===== src/rtl/multdiv.sv =====
// multdiv: iterative signed 32-bit multiply / divide unit.
// Multiply uses radix-4 modified Booth over 16 iterations. Divide uses
// non-restoring division on operand magnitudes over 32 iterations, and the
// sign is applied at the end.
// Optional feature macro: MULTDIV_DIV_EN. When it is defined, the divider
// datapath is compiled in. When it is undefined, every divide completes
// after one cycle with result 0 and exception 1.
module multdiv (
  input  logic        clock,
  input  logic        ctrl_reset,
  input  logic        ctrl_MULT,
  input  logic        ctrl_DIV,
  input  logic [31:0] data_operandA,
  input  logic [31:0] data_operandB,
  output logic [31:0] data_result,
  output logic        data_exception,
  output logic        data_resultRDY,
  output logic        data_busy
);

  // DIVZ is the single wait cycle used by divide-by-zero (and by every
  // divide when the divider is not built). It keeps the completion latency
  // at 1 cycle.
  typedef enum logic [2:0] {
    IDLE,
    MUL,
`ifdef MULTDIV_DIV_EN
    DIV,
`endif
    DIVZ,
    DONE
  } state_t;

  state_t      state;
  logic [5:0]  cnt;
  logic [63:0] acc;        // running product
  logic [63:0] mcand;      // sign-extended multiplicand, shifted left 2 per step
  logic [32:0] mplr;       // {multiplier, 0}; the low 3 bits form the Booth window
  logic [63:0] booth_add;
  logic        mul_ovf;

`ifdef MULTDIV_DIV_EN
  logic [33:0] rem;        // signed partial remainder
  logic [31:0] quo;        // dividend shifts out as quotient bits shift in
  logic [31:0] dvsr;       // divisor magnitude
  logic        neg;        // quotient sign
  logic        ovf;        // 0x80000000 / -1
  logic [31:0] abs_a;
  logic [31:0] abs_b;
  logic [33:0] rem_sh;
  logic [33:0] rem_nx;

  // Operand magnitudes and the next non-restoring remainder
  always_comb begin
    abs_a  = data_operandA[31] ? (~data_operandA + 32'd1) : data_operandA;
    abs_b  = data_operandB[31] ? (~data_operandB + 32'd1) : data_operandB;
    rem_sh = {rem[32:0], quo[31]};
    rem_nx = rem[33] ? (rem_sh + {2'b00, dvsr}) : (rem_sh - {2'b00, dvsr});
  end
`endif

  // Radix-4 Booth digit selection and the product overflow test
  always_comb begin
    case (mplr[2:0])
      3'b001, 3'b010: booth_add = mcand;
      3'b011:         booth_add = mcand << 1;
      3'b100:         booth_add = -(mcand << 1);
      3'b101, 3'b110: booth_add = -mcand;
      default:        booth_add = '0;
    endcase
    mul_ovf = ~((&acc[63:31]) | ~(|acc[63:31]));
  end

  // Control FSM, iteration datapath and registered outputs
  always_ff @(posedge clock) begin
    if (ctrl_reset) begin
      state          <= IDLE;
      cnt            <= '0;
      acc            <= '0;
      mcand          <= '0;
      mplr           <= '0;
      data_result    <= '0;
      data_exception <= 1'b0;
      data_resultRDY <= 1'b0;
      data_busy      <= 1'b0;
`ifdef MULTDIV_DIV_EN
      rem            <= '0;
      quo            <= '0;
      dvsr           <= '0;
      neg            <= 1'b0;
      ovf            <= 1'b0;
`endif
    end else begin
      data_resultRDY <= 1'b0;
      // A start in any state, including DONE, restarts from scratch.
      if (ctrl_MULT) begin
        state     <= MUL;
        data_busy <= 1'b1;
        cnt       <= '0;
        acc       <= '0;
        mcand     <= {{32{data_operandA[31]}}, data_operandA};
        mplr      <= {data_operandB, 1'b0};
      end else if (ctrl_DIV) begin
        data_busy <= 1'b1;
        cnt       <= '0;
`ifdef MULTDIV_DIV_EN
        state     <= (data_operandB == '0) ? DIVZ : DIV;
        rem       <= '0;
        quo       <= abs_a;
        dvsr      <= abs_b;
        neg       <= data_operandA[31] ^ data_operandB[31];
        ovf       <= (data_operandA == 32'h8000_0000) && (data_operandB == '1);
`else
        state     <= DIVZ;
`endif
      end else begin
        case (state)
          MUL: begin
            if (cnt == 6'd16) begin
              data_result    <= acc[31:0];
              data_exception <= mul_ovf;
              data_resultRDY <= 1'b1;
              data_busy      <= 1'b0;
              state          <= DONE;
            end else begin
              acc   <= acc + booth_add;
              mcand <= mcand << 2;
              mplr  <= {{2{mplr[32]}}, mplr[32:2]};
              cnt   <= cnt + 6'd1;
            end
          end
`ifdef MULTDIV_DIV_EN
          DIV: begin
            if (cnt == 6'd32) begin
              data_result    <= neg ? (~quo + 32'd1) : quo;
              data_exception <= ovf;
              data_resultRDY <= 1'b1;
              data_busy      <= 1'b0;
              state          <= DONE;
            end else begin
              rem <= rem_nx;
              quo <= {quo[30:0], ~rem_nx[33]};
              cnt <= cnt + 6'd1;
            end
          end
`endif
          DIVZ: begin
            data_result    <= '0;
            data_exception <= 1'b1;
            data_resultRDY <= 1'b1;
            data_busy      <= 1'b0;
            state          <= DONE;
          end
          DONE:    state <= IDLE;
          default: state <= IDLE;
        endcase
      end
    end
  end

endmodule


===== config.mk =====
export PLATFORM = sky130hd
export DESIGN_NAME = multdiv
export DESIGN_NICKNAME = d
export VERILOG_FILES = /design/src/rtl/multdiv.sv
export SDC_FILE = /design/constraint.sdc
export NUM_CORES = 1
export LEC_CHECK = 0
export BUFFER_PORTS_ARGS = -buffer_cell sky130_fd_sc_hd__buf_2
export CAP_MARGIN = 10
export CORE_MARGIN = 10
export CORE_UTILIZATION = 56
export CTS_CLUSTER_DIAMETER = 120
export DETAILED_ROUTE_END_ITERATION = 8
export GPL_TIMING_DRIVEN = 0
export HOLD_SLACK_MARGIN = 0.02
export PLACE_DENSITY = 0.78
export SYNTH_ARGS = -nofsm -noshare
export SYNTH_HDL_FRONTEND = slang
export SYNTH_SLANG_ARGS = --single-unit

===== constraint.sdc =====
create_clock -name clock -period 5.6 [get_ports clock]
set_input_delay 1.12 -clock clock [delete_from_list [all_inputs] [get_ports clock]]
set_output_delay 1.12 -clock clock [all_outputs]
set_load 0.02 [all_outputs]

# [Word-level counts from Yosys, hierarchy flattened]
# Cells that the tools add are included.
[word_totals] output_inout_bits=35 ff_bits=205
[op_classes] add_sub_neg=4 bitwise=6 eq_ne=14 n_reduce_logical=14 n_mux=23
[op_table] op="$mux W64" count=4
[op_table] op="$pmux W64 S4" count=1
[op_table] op="$mux W32" count=4
[op_table] op="$neg A64 Y64" count=2
[op_table] op="$add A64 B64 Y64" count=1
[op_table] op="$pmux W32 S2" count=1
[op_table] op="$mux W33" count=1
[op_table] op="$reduce_and A33 Y1" count=1
[op_table] op="$reduce_or A33 Y1" count=1
[op_table] op="$eq A3 B2 Y1 const B" count=3
[op_table] op="$eq A3 B3 Y1 const B" count=3
[op_table] op="$add A6 B1 Y6 const B" count=1
[op_table] op="$eq A3 B1 Y1 const B" count=2
[op_table] op="$eq A6 B5 Y1 const B" count=1
[op_table] op="$mux W1" count=6
[op_table] op="$ne A2 B2 Y1 const B" count=3
[op_table] op="$pmux W1 S2" count=3
[op_table] op="$pmux W3 S2" count=1
[op_table] op="$reduce_and A3 Y1" count=2
[op_table] op="$reduce_or A2 Y1" count=3
[op_table] op="$not A1 Y1" count=5
[op_table] op="$ne A4 B4 Y1 const B" count=1
[op_table] op="$reduce_and A2 Y1" count=2
[op_table] op="$reduce_and A4 Y1" count=1
[op_table] op="other kinds (7)" count=8

# [Logic depth before layout (Yosys ltp)]
# Gate-level depths: netlist (run 1).
[logic_depth] depth_word=6 depth_mapped=23

# [Worst setup path before layout (run 1)]
# OpenSTA, ideal clock, no wires.
[synth_path] kind="reg2reg" startpoint="register mcand[2]" endpoint="register acc[56]" synth_period_minus_slack_ns=5.514 stages_incl_launch_ff=21 arrival_time_ns=5.452 required_time_ns=5.537 setup_time_ns=0.063 n_path_buf=2 slack_ns=0.086 cell_sequence="dfxtp_1 -> buf_2 -> or4_4 -> nor4_2 -> nand2_1 -> or3_1 -> or3_1 -> nor3_1 -> nor3_1 -> a21oi_1 -> o211ai_1 -> ha_1 -> clkbuf_1 -> and4_1 -> nand2_1 -> a211o_1 -> a2111o_1 -> a2111oi_1 -> o211ai_1 -> a2111oi_0 -> nand3b_1"
[synth_via] elab_chain_cells=3 elab_cells_between_ends=4 cone_classes="add/sub: 3; mux: 1"
[synth_rtl] element="start: declaration" line="37" text="logic [63:0] mcand;"
[synth_rtl] element="start signal: assignment" line="101" text="mcand <= {{32{data_operandA[31]}}, data_operandA};"
[synth_rtl] element="start signal: assignment" line="127" text="mcand <= mcand << 2;"
[synth_rtl] element="$neg A64 Y64 (on tied branches)" line="68, 67"
[synth_rtl] element="$pmux W64 S4 *" line="64" text="case (mplr[2:0])"
[synth_rtl] element="$add A64 B64 Y64 *" line="126" text="acc <= acc + booth_add;"
[synth_rtl] element="end signal: assignment" line="126"
[synth_rtl] element="end: declaration" line="36" text="logic [63:0] acc;"
# Every way passes the cells marked *; elsewhere a longest branch is shown, timed or not.
# A chain may end at the register's enable or synchronous reset.

# [Worst setup path in the final report (run 1)]
[layout_path] startpoint="register mcand[4]" endpoint="register acc[56]"
# Same word-level chain as after synthesis.

==> flow_summary.rst, run 1 <==
.. list-table::
   :header-rows: 1

   * - Metric
     - Value
   * - Outcome
     - complete, but fails checks
   * - Violated checks
     - negative setup slack
   * - Setup Skew
     - 34.06 ps
   * - Final Critical Period
     - 5665 ps
   * - Total overflow reported by the global router
     - 0
   * - DR vias
     - 18060
   * - Global-route met1 utilization
     - 40.60%
   * - Setup ws final
     - -65.08 ps
   * - Total clock buffers created by CTS
     - 24
   * - Critical Path AT
     - 6130 ps
   * - Setup repair after global routing missed its margin
     - yes
   * - Wire length reported by the detailed router
     - 58120 µm
   * - Remaining design rule violation count
     - 0
   * - Total power
     - 0.004033 W
   * - Slowest stage cell on the critical path
     - sky130_fd_sc_hd__or4_4
   * - Yosys top cell area share
     - 26.35%
   * - First-pass GRT wire length
     - 89290 µm
   * - P per Cell Area
     - 224.5 mW/mm²
   * - Leading cell types by total area after synthesis
     - sky130_fd_sc_hd__dfxtp_1 26%, sky130_fd_sc_hd__nand2_1 11%, sky130_fd_sc_hd__a21oi_1 9.5%
   * - Placed wire-length estimate after detailed placement
     - 42940 µm
   * - Detail-routed via count per cell
     - 6.393
   * - Most used DFF post-synth
     - sky130_fd_sc_hd__dfxtp_1
   * - Global-route total usage across every layer
     - 30.77%
   * - CTS H-tree lvls
     - 1
   * - Gate count after technology mapping
     - 2296
   * - DP Worst Slack
     - -1125 ps
   * - Number of antenna violations at the first check in global routing
     - 0
   * - Global routing met2 resource utilization
     - 47.49%
   * - Element type at the critical path start
     - flip-flop
   * - Horiz. Die Dim
     - 186.4 µm
   * - Die Y-Extent
     - 186.4 µm
   * - CTS tree
     - done
   * - Maximum frequency from static timing analysis
     - 0.1765 GHz
   * - Number of search-and-repair iterations in the first detailed-routing pass
     - 9
   * - Clock tree buffer depth
     - 3
   * - Site Rows
     - 60
   * - Setup-failing EPs final
     - 2
   * - Hold_ws
     - 446.1 ps
   * - Worst EP required
     - 6070 ps
   * - Core region area
     - 0.02710 mm²
   * - Maximum vdd ir drop
     - 0.2535 mV
   * - Via count of the first global-routing pass
     - 16330
   * - Most frequent cell after synthesis
     - sky130_fd_sc_hd__nand2_1
   * - Initial core utilization
     - 57.19%
   * - Library cell used as clock root buffer
     - sky130_fd_sc_hd__clkbuf_16
   * - TritonCTS Sinks
     - 204
   * - Num ports
     - 103
   * - Area grow syn2layout
     - 15.91%
   * - Met3 Use GR
     - 7.225%
   * - Area of all placed cells without fillers
     - 0.01796 mm²
   * - Final core occ
     - 66.29%
   * - Number of unique standard cell types used by synthesis
     - 69
   * - Top cells by count, synth
     - 469 x sky130_fd_sc_hd__nand2_1, 294 x sky130_fd_sc_hd__a21oi_1, 204 x sky130_fd_sc_hd__dfxtp_1, 195 x sky130_fd_sc_hd__nor2_1, 170 x sky130_fd_sc_hd__clkbuf_1
   * - Most used routing layer
     - met2
   * - Final Cycle Share
     - 101.2%
   * - Proportion of register bits with asynchronous set or reset after synthesis
     - 0%
   * - Cell area after placement
     - 0.01647 mm²
   * - Kind of critical path
     - reg2reg
   * - Clock-pin slew on the worst setup and hold paths
     - 60 ps
   * - Total Die Area
     - 0.03473 mm²
   * - Warnings from Yosys
     - 0
   * - R2R setup slack
     - -70 ps
   * - Final GP Congestion
     - 1.070
   * - Count of hold buffers inserted by post-cts repair
     - 0
   * - Critical Path Fanout Max
     - 7
   * - Count of inserted antenna diode cells
     - 0
   * - Worst Tran Pin Value
     - 1003 ps
   * - Proportion of synthesized chip area in sequential cells
     - 26.35%
   * - Worst-path cell chain
     - or4_4, nor4_4, nand2_2, or3_4, or3_4, nor3_4, a21oi_2, o22ai_2, o22ai_2, ha_1, buf_6, and4_4, nand2_1, a211o_1, a2111o_1, a2111oi_4, o211ai_1, a2111oi_2, nand3b_1
   * - Final nets
     - 2573
   * - Average instance area after synthesis
     - 6.750 µm²
   * - Count of final hold-check violations
     - 0
   * - Clock network latency to the later pin of the worst-skew pair
     - 560 ps
   * - P_leak
     - 6.780 nW
   * - Cell area after technology mapping
     - 0.01550 mm²
   * - Kind of end point of the critical path
     - flip-flop
   * - Worst slew margin relative to its limit
     - 32.98%
   * - Pins over their slew limit
     - 0
   * - Cell type with the largest total area after synthesis
     - sky130_fd_sc_hd__dfxtp_1
   * - Largest stage delay on the critical path
     - 580 ps
   * - Total of buffers placed on input and output ports
     - 102
   * - Largest net degree at the start of global routing
     - 14
   * - Remaining antenna violation count after routing
     - 0
   * - Max-Cap Viols
     - 0
   * - Post-synth EDFFs
     - 0
   * - Drt first-iter violations
     - 2128
   * - #FFs+latches synth
     - 204
   * - Share of cells above drive strength 1
     - 11.86%
   * - Type of the tightest min-delay check
     - reg2reg
   * - Detailed-route wire length per cell
     - 20.57 µm
   * - Synthesized Nets
     - 2433
==> report_power, final <==
group	internal, W	switching (W)	leakage, nW	total [W]
Clock	0.000962	0.000671	0.399	0.00163
Combinational	0.000285	0.000571	4.71	0.000856
Sequential	0.00150	0.0000427	1.67	0.00154
Total	0.00275	0.00128	6.78	0.00403
==> through the flow <==
| stage | setup TNS (ps) | std cells |
|---|---|---|
| after CTS | -43.56 | 2815 |
| final | -71.70 | 2825 |
| after floorplan | 0 | 2296 |
| after global routing | -566.7 | 2825 |
| after global placement | -18180 | 2770 |
| after detailed placement | -18760 | 2770 |
==> what timing repair did <==
item,in CTS,in global routing
setup buffers,7,26
pin swaps,7,41
gates cloned,0,0
resized for setup,43,91
setup endpoints to repair,35,30
==> logic make-up (layout without fill, tap and decap cells) <==
kind of cell             Yosys count  count (layout)  synth area share [%]
buffers and inverters            228             385                 5.691
multiplexers                       8               8                0.5167
adder cells (fa/ha/maj)           69              69                 5.619
AO/OA/AOI/OAI                    707             707                 27.53
XOR/XNOR                         115             115                 6.499
flip-flops                       204             204                 26.35
AND/OR/NAND/NOR                  965             965                 27.80
==> metal layers <==
metal  share of wire [%]  wire length [µm]
met1                  41             23850
met3                  12              6948
met5                   0                 0
met4                 4.3              2487
met2                  43             24840
==> path summary, 6_finish.rpt <==
path / from / to / depth (start not counted)
worst max-delay path: mcand[4]$_SDFFE_PP0P_ / acc[56]$_SDFFE_PP0P_ / 19
worst min-delay path: data_result[23]$_SDFFE_PP0P_ / data_result[23]$_SDFFE_PP0P_ / 2
worst max register to register: mcand[4]$_SDFFE_PP0P_ / acc[56]$_SDFFE_PP0P_ / 19
worst min register to register: data_result[23]$_SDFFE_PP0P_ / data_result[23]$_SDFFE_PP0P_ / 2
==> flip-flops by register name, indices dropped and copies added, names as in the netlist <==
signal,cells
data_exception,1
cnt,6
mplr,33
mcand,64
data_resultRDY,1
data_result,32
state,2
data_busy,1
acc,64
==> worst max-delay path, delay by kind of cell, from the launching register on <==
family	cells	cell delay, ps
AOI/OAI and AO/OA	8	2170
buffers and inverters	1	130
DFF	1	370
adders and majority gates	1	380
and+or+nand+nor	9	2520
==> area by class of cell <==
cell class                 instances  area [µm²]
clock inverter                     9       116.4
tap                              372       465.4
buffer                           178       710.7
inverter                          30       112.6
fill                            2512        9136
timing repair buffer             134       754.5
clock buffer                      34       698.2
sequential                       204        4089
multi-input combinational       1864       11020
==> placed cells by master, fill, tap and decap left out, types with 13 or more instances in the layout <==
cell and instances:
sky130_fd_sc_hd__a211oi_1 13, sky130_fd_sc_hd__a21o_1 29, sky130_fd_sc_hd__a21oi_1 287, sky130_fd_sc_hd__a22oi_1 37, sky130_fd_sc_hd__a31oi_1 50, sky130_fd_sc_hd__and3_1 14
sky130_fd_sc_hd__buf_1 14, sky130_fd_sc_hd__buf_2 113, sky130_fd_sc_hd__buf_4 32, sky130_fd_sc_hd__clkbuf_1 146, sky130_fd_sc_hd__clkbuf_16 24, sky130_fd_sc_hd__dfxtp_1 202
sky130_fd_sc_hd__ha_1 54, sky130_fd_sc_hd__inv_1 27, sky130_fd_sc_hd__nand2_1 466, sky130_fd_sc_hd__nand2b_1 13, sky130_fd_sc_hd__nand3_1 76, sky130_fd_sc_hd__nand4_1 36
sky130_fd_sc_hd__nor2_1 192, sky130_fd_sc_hd__nor3_1 32, sky130_fd_sc_hd__nor4_1 21, sky130_fd_sc_hd__o211ai_1 25, sky130_fd_sc_hd__o21ai_0 130, sky130_fd_sc_hd__o21bai_1 13
sky130_fd_sc_hd__or3_1 28, sky130_fd_sc_hd__xnor2_1 55, sky130_fd_sc_hd__xor2_1 60
No activity file was read; power rests on OpenSTA's default activity.
==> run 2, diff against run 1 <==
==> constraint.sdc (replaced) <==
create_clock -name clock -period 5.6 [get_ports clock]
set_input_delay 0.28 -clock clock [delete_from_list [all_inputs] [get_ports clock]]
set_output_delay 0.28 -clock clock [all_outputs]
set_load 0.02 [all_outputs]
==> flow_summary.rst, run 2 (synthesis gave the netlist of run 1 again) <==
.. list-table::
   :header-rows: 1

   * - Metric
     - Value
   * - Outcome
     - complete, but fails checks
   * - Violated checks
     - negative setup slack
   * - Detailed-route wire length per cell
     - 20.92 µm
   * - Hold Path Stages
     - 3
   * - Setup Skew
     - 34.63 ps
   * - Area grow syn2layout
     - 19.87%
   * - Final Cycle Share
     - 101.4%
   * - Total power
     - 0.004078 W
   * - Commonest cells after routing, fill and taps aside
     - 466 x sky130_fd_sc_hd__nand2_1, 287 x sky130_fd_sc_hd__a21oi_1, 202 x sky130_fd_sc_hd__dfxtp_1
   * - Number of antenna violations at the first check in global routing
     - 3
   * - Max-Cap Viols
     - 0
   * - Launching point of the worst reg2reg path
     - mcand[2]$_SDFFE_PP0P_
   * - Critical Path Fanout Max
     - 6
   * - Most common library cell in the layout ignoring fill and taps
     - sky130_fd_sc_hd__nand2_1
   * - Registers with the highest flip-flop counts
     - acc x64, mcand x64, mplr x33
   * - Global-route total usage across every layer
     - 32.14%
   * - First-pass GRT wire length
     - 92960 µm
   * - Worst EP required
     - 6070 ps
   * - CTS tree
     - done
   * - Count of final hold-check violations
     - 0
   * - Worst slew margin relative to its limit
     - 33.44%
   * - Kind of critical path
     - reg2reg
   * - Setup repair after global routing missed its margin
     - yes
   * - Detail-routed via count per cell
     - 6.422
   * - Critical register-to-register path endpoint
     - acc[56]$_SDFFE_PP0P_
   * - Die Y-Extent
     - 186.4 µm
   * - Hold_ws
     - 43.43 ps
   * - Clock network latency to the later pin of the worst-skew pair
     - 550 ps
   * - Final cell count without fillers
     - 2888
   * - DR vias
     - 18550
   * - Register-to-Register Path Depth
     - 19
   * - Total overflow reported by the global router
     - 0
   * - Placed wire-length estimate after detailed placement
     - 42940 µm
   * - Setup ws final
     - -79.79 ps
   * - Endpoint with the worst hold slack
     - state[1]$_SDFFE_PP0N_
   * - Placed cells
     - 2770
   * - TritonCTS Sinks
     - 204
   * - Core region area
     - 0.02710 mm²
   * - Pins over their slew limit
     - 0
   * - Wire length reported by the detailed router
     - 60430 µm
   * - Clock-pin slew on the worst setup and hold paths
     - 70 ps
   * - Slowest stage cell on the critical path
     - sky130_fd_sc_hd__or4_4
   * - Final nets
     - 2633
   * - Remaining design rule violation count
     - 0
   * - Maximum vdd ir drop
     - 0.2627 mV
   * - Via count of the first global-routing pass
     - 16900
   * - Critical Path AT
     - 6150 ps
   * - Clock tree buffer depth
     - 3
   * - Startpoint of the lowest-slack hold path
     - ctrl_DIV
   * - Total Die Area
     - 0.03473 mm²
   * - Total clock buffers created by CTS
     - 24
   * - Number of search-and-repair iterations in the first detailed-routing pass
     - 6
   * - Horiz. Die Dim
     - 186.4 µm
   * - Total of buffers placed on input and output ports
     - 102
   * - Largest net degree at the start of global routing
     - 14
   * - Setup-failing EPs final
     - 2
   * - Element type at the critical path start
     - flip-flop
   * - Initial core utilization
     - 57.19%
   * - Site Rows
     - 60
   * - Worst-path cell chain
     - or4_4, nor4_4, nand2_2, or3_4, or3_4, nor3_4, a21oi_2, o22ai_2, o22ai_2, ha_1, buf_6, and4_4, a21oi_2, o21a_1, a2111o_1, a2111oi_4, o211ai_1, a2111oi_2, nand3b_1
   * - Final GP Congestion
     - 1.070
   * - R2R setup slack
     - -80 ps
   * - Kind of end point of the critical path
     - flip-flop
   * - Remaining antenna violation count after routing
     - 0
   * - P per Cell Area
     - 219.5 mW/mm²
   * - Largest stage delay on the critical path
     - 590 ps
   * - Share of cells above drive strength 1
     - 11.58%
   * - Drt first-iter violations
     - 2151
   * - Worst Tran Pin Value
     - 998.4 ps
   * - Maximum frequency from static timing analysis
     - 0.1761 GHz
   * - Final Critical Period
     - 5680 ps
   * - Num ports
     - 103
   * - CTS H-tree lvls
     - 1
   * - Type of the tightest min-delay check
     - in2reg
   * - Library cell used as clock root buffer
     - sky130_fd_sc_hd__clkbuf_16
   * - P_leak
     - 7.031 nW
-- run 2: worst max-delay path, delay by kind of cell (launching register included) --
| kind | cells | cell delay [ps] |
|---|---|---|
| DFF | 1 | 360 |
| AOI/OAI and AO/OA | 9 | 2240 |
| adders and majority gates | 1 | 380 |
| buffers and inverters | 1 | 120 |
| and+or+nand+nor | 8 | 2460 |
-- run 2: through the flow --
step           instance area (µm²)  utilization (%)  setup TNS, ps  setup slack, ps
6_report                     18580            68.55         -86.23           -79.79
5_1_grt                      18580            68.55         -500.3           -220.4
4_1_cts                      18110            66.81         -43.56           -30.29
3_5_place_dp                 16470            60.79         -18760            -1125
3_3_place_gp                 16470            60.79         -18180            -1120
2_1_floorplan                15500                -              0            85.61
-- run 2: where the power goes --
group / total [W] / internal, W / leakage [nW] / switching, W
clock: 0.00164 / 0.000962 / 0.399 / 0.000674
sequential: 0.00154 / 0.00150 / 1.67 / 0.0000436
combinational: 0.000897 / 0.000312 / 4.97 / 0.000585
-- run 2: repair_timing --
action | 4_1_cts | 5_1_grt
setup endpoints to repair | 35 | 30
pin swaps | 7 | 42
setup buffers | 7 | 26
hold endpoints to repair | 60 | 0
gates resized for setup | 43 | 92
hold buffers | 60 | 0
-- run 2: worst max path at each step --
stage | startpoint | end | slack [ps]
4_1_cts | mcand[4]$_SDFFE_PP0P_ | acc[56]$_SDFFE_PP0P_ | -30
3_3_place_gp | mcand[4]$_SDFFE_PP0P_ | acc[57]$_SDFFE_PP0P_ | -1120
5_1_grt | mcand[2]$_SDFFE_PP0P_ | acc[56]$_SDFFE_PP0P_ | -220
6_report | mcand[2]$_SDFFE_PP0P_ | acc[56]$_SDFFE_PP0P_ | -80
3_5_place_dp | mcand[4]$_SDFFE_PP0P_ | acc[56]$_SDFFE_PP0P_ | -1120
2_1_floorplan | mcand[2]$_SDFFE_PP0P_ | acc[56]$_SDFFE_PP0P_ | 90
-- run 2: final cells by class --
class / instances / area, µm²
clock buffers: 34 / 698.2
multi-input cells: 1864 / 11020
clock inverters: 9 / 116.4
diodes: 3 / 7.507
well taps: 372 / 465.4
plain buffers: 178 / 710.7
inverters: 30 / 112.6
repair buffers: 194 / 1355
fillers: 2381 / 8523
flip-flops and latches: 204 / 4091
-- run 2: per-layer routing --
metal  vias up  share of wire [%]  track usage [%]
li1       8547                  -                -
met1      8550                 40            41.47
met2      1237                 43            50.53
met3       212                 12            7.486
met4         0                4.5            13.10
met5         -                  0                0
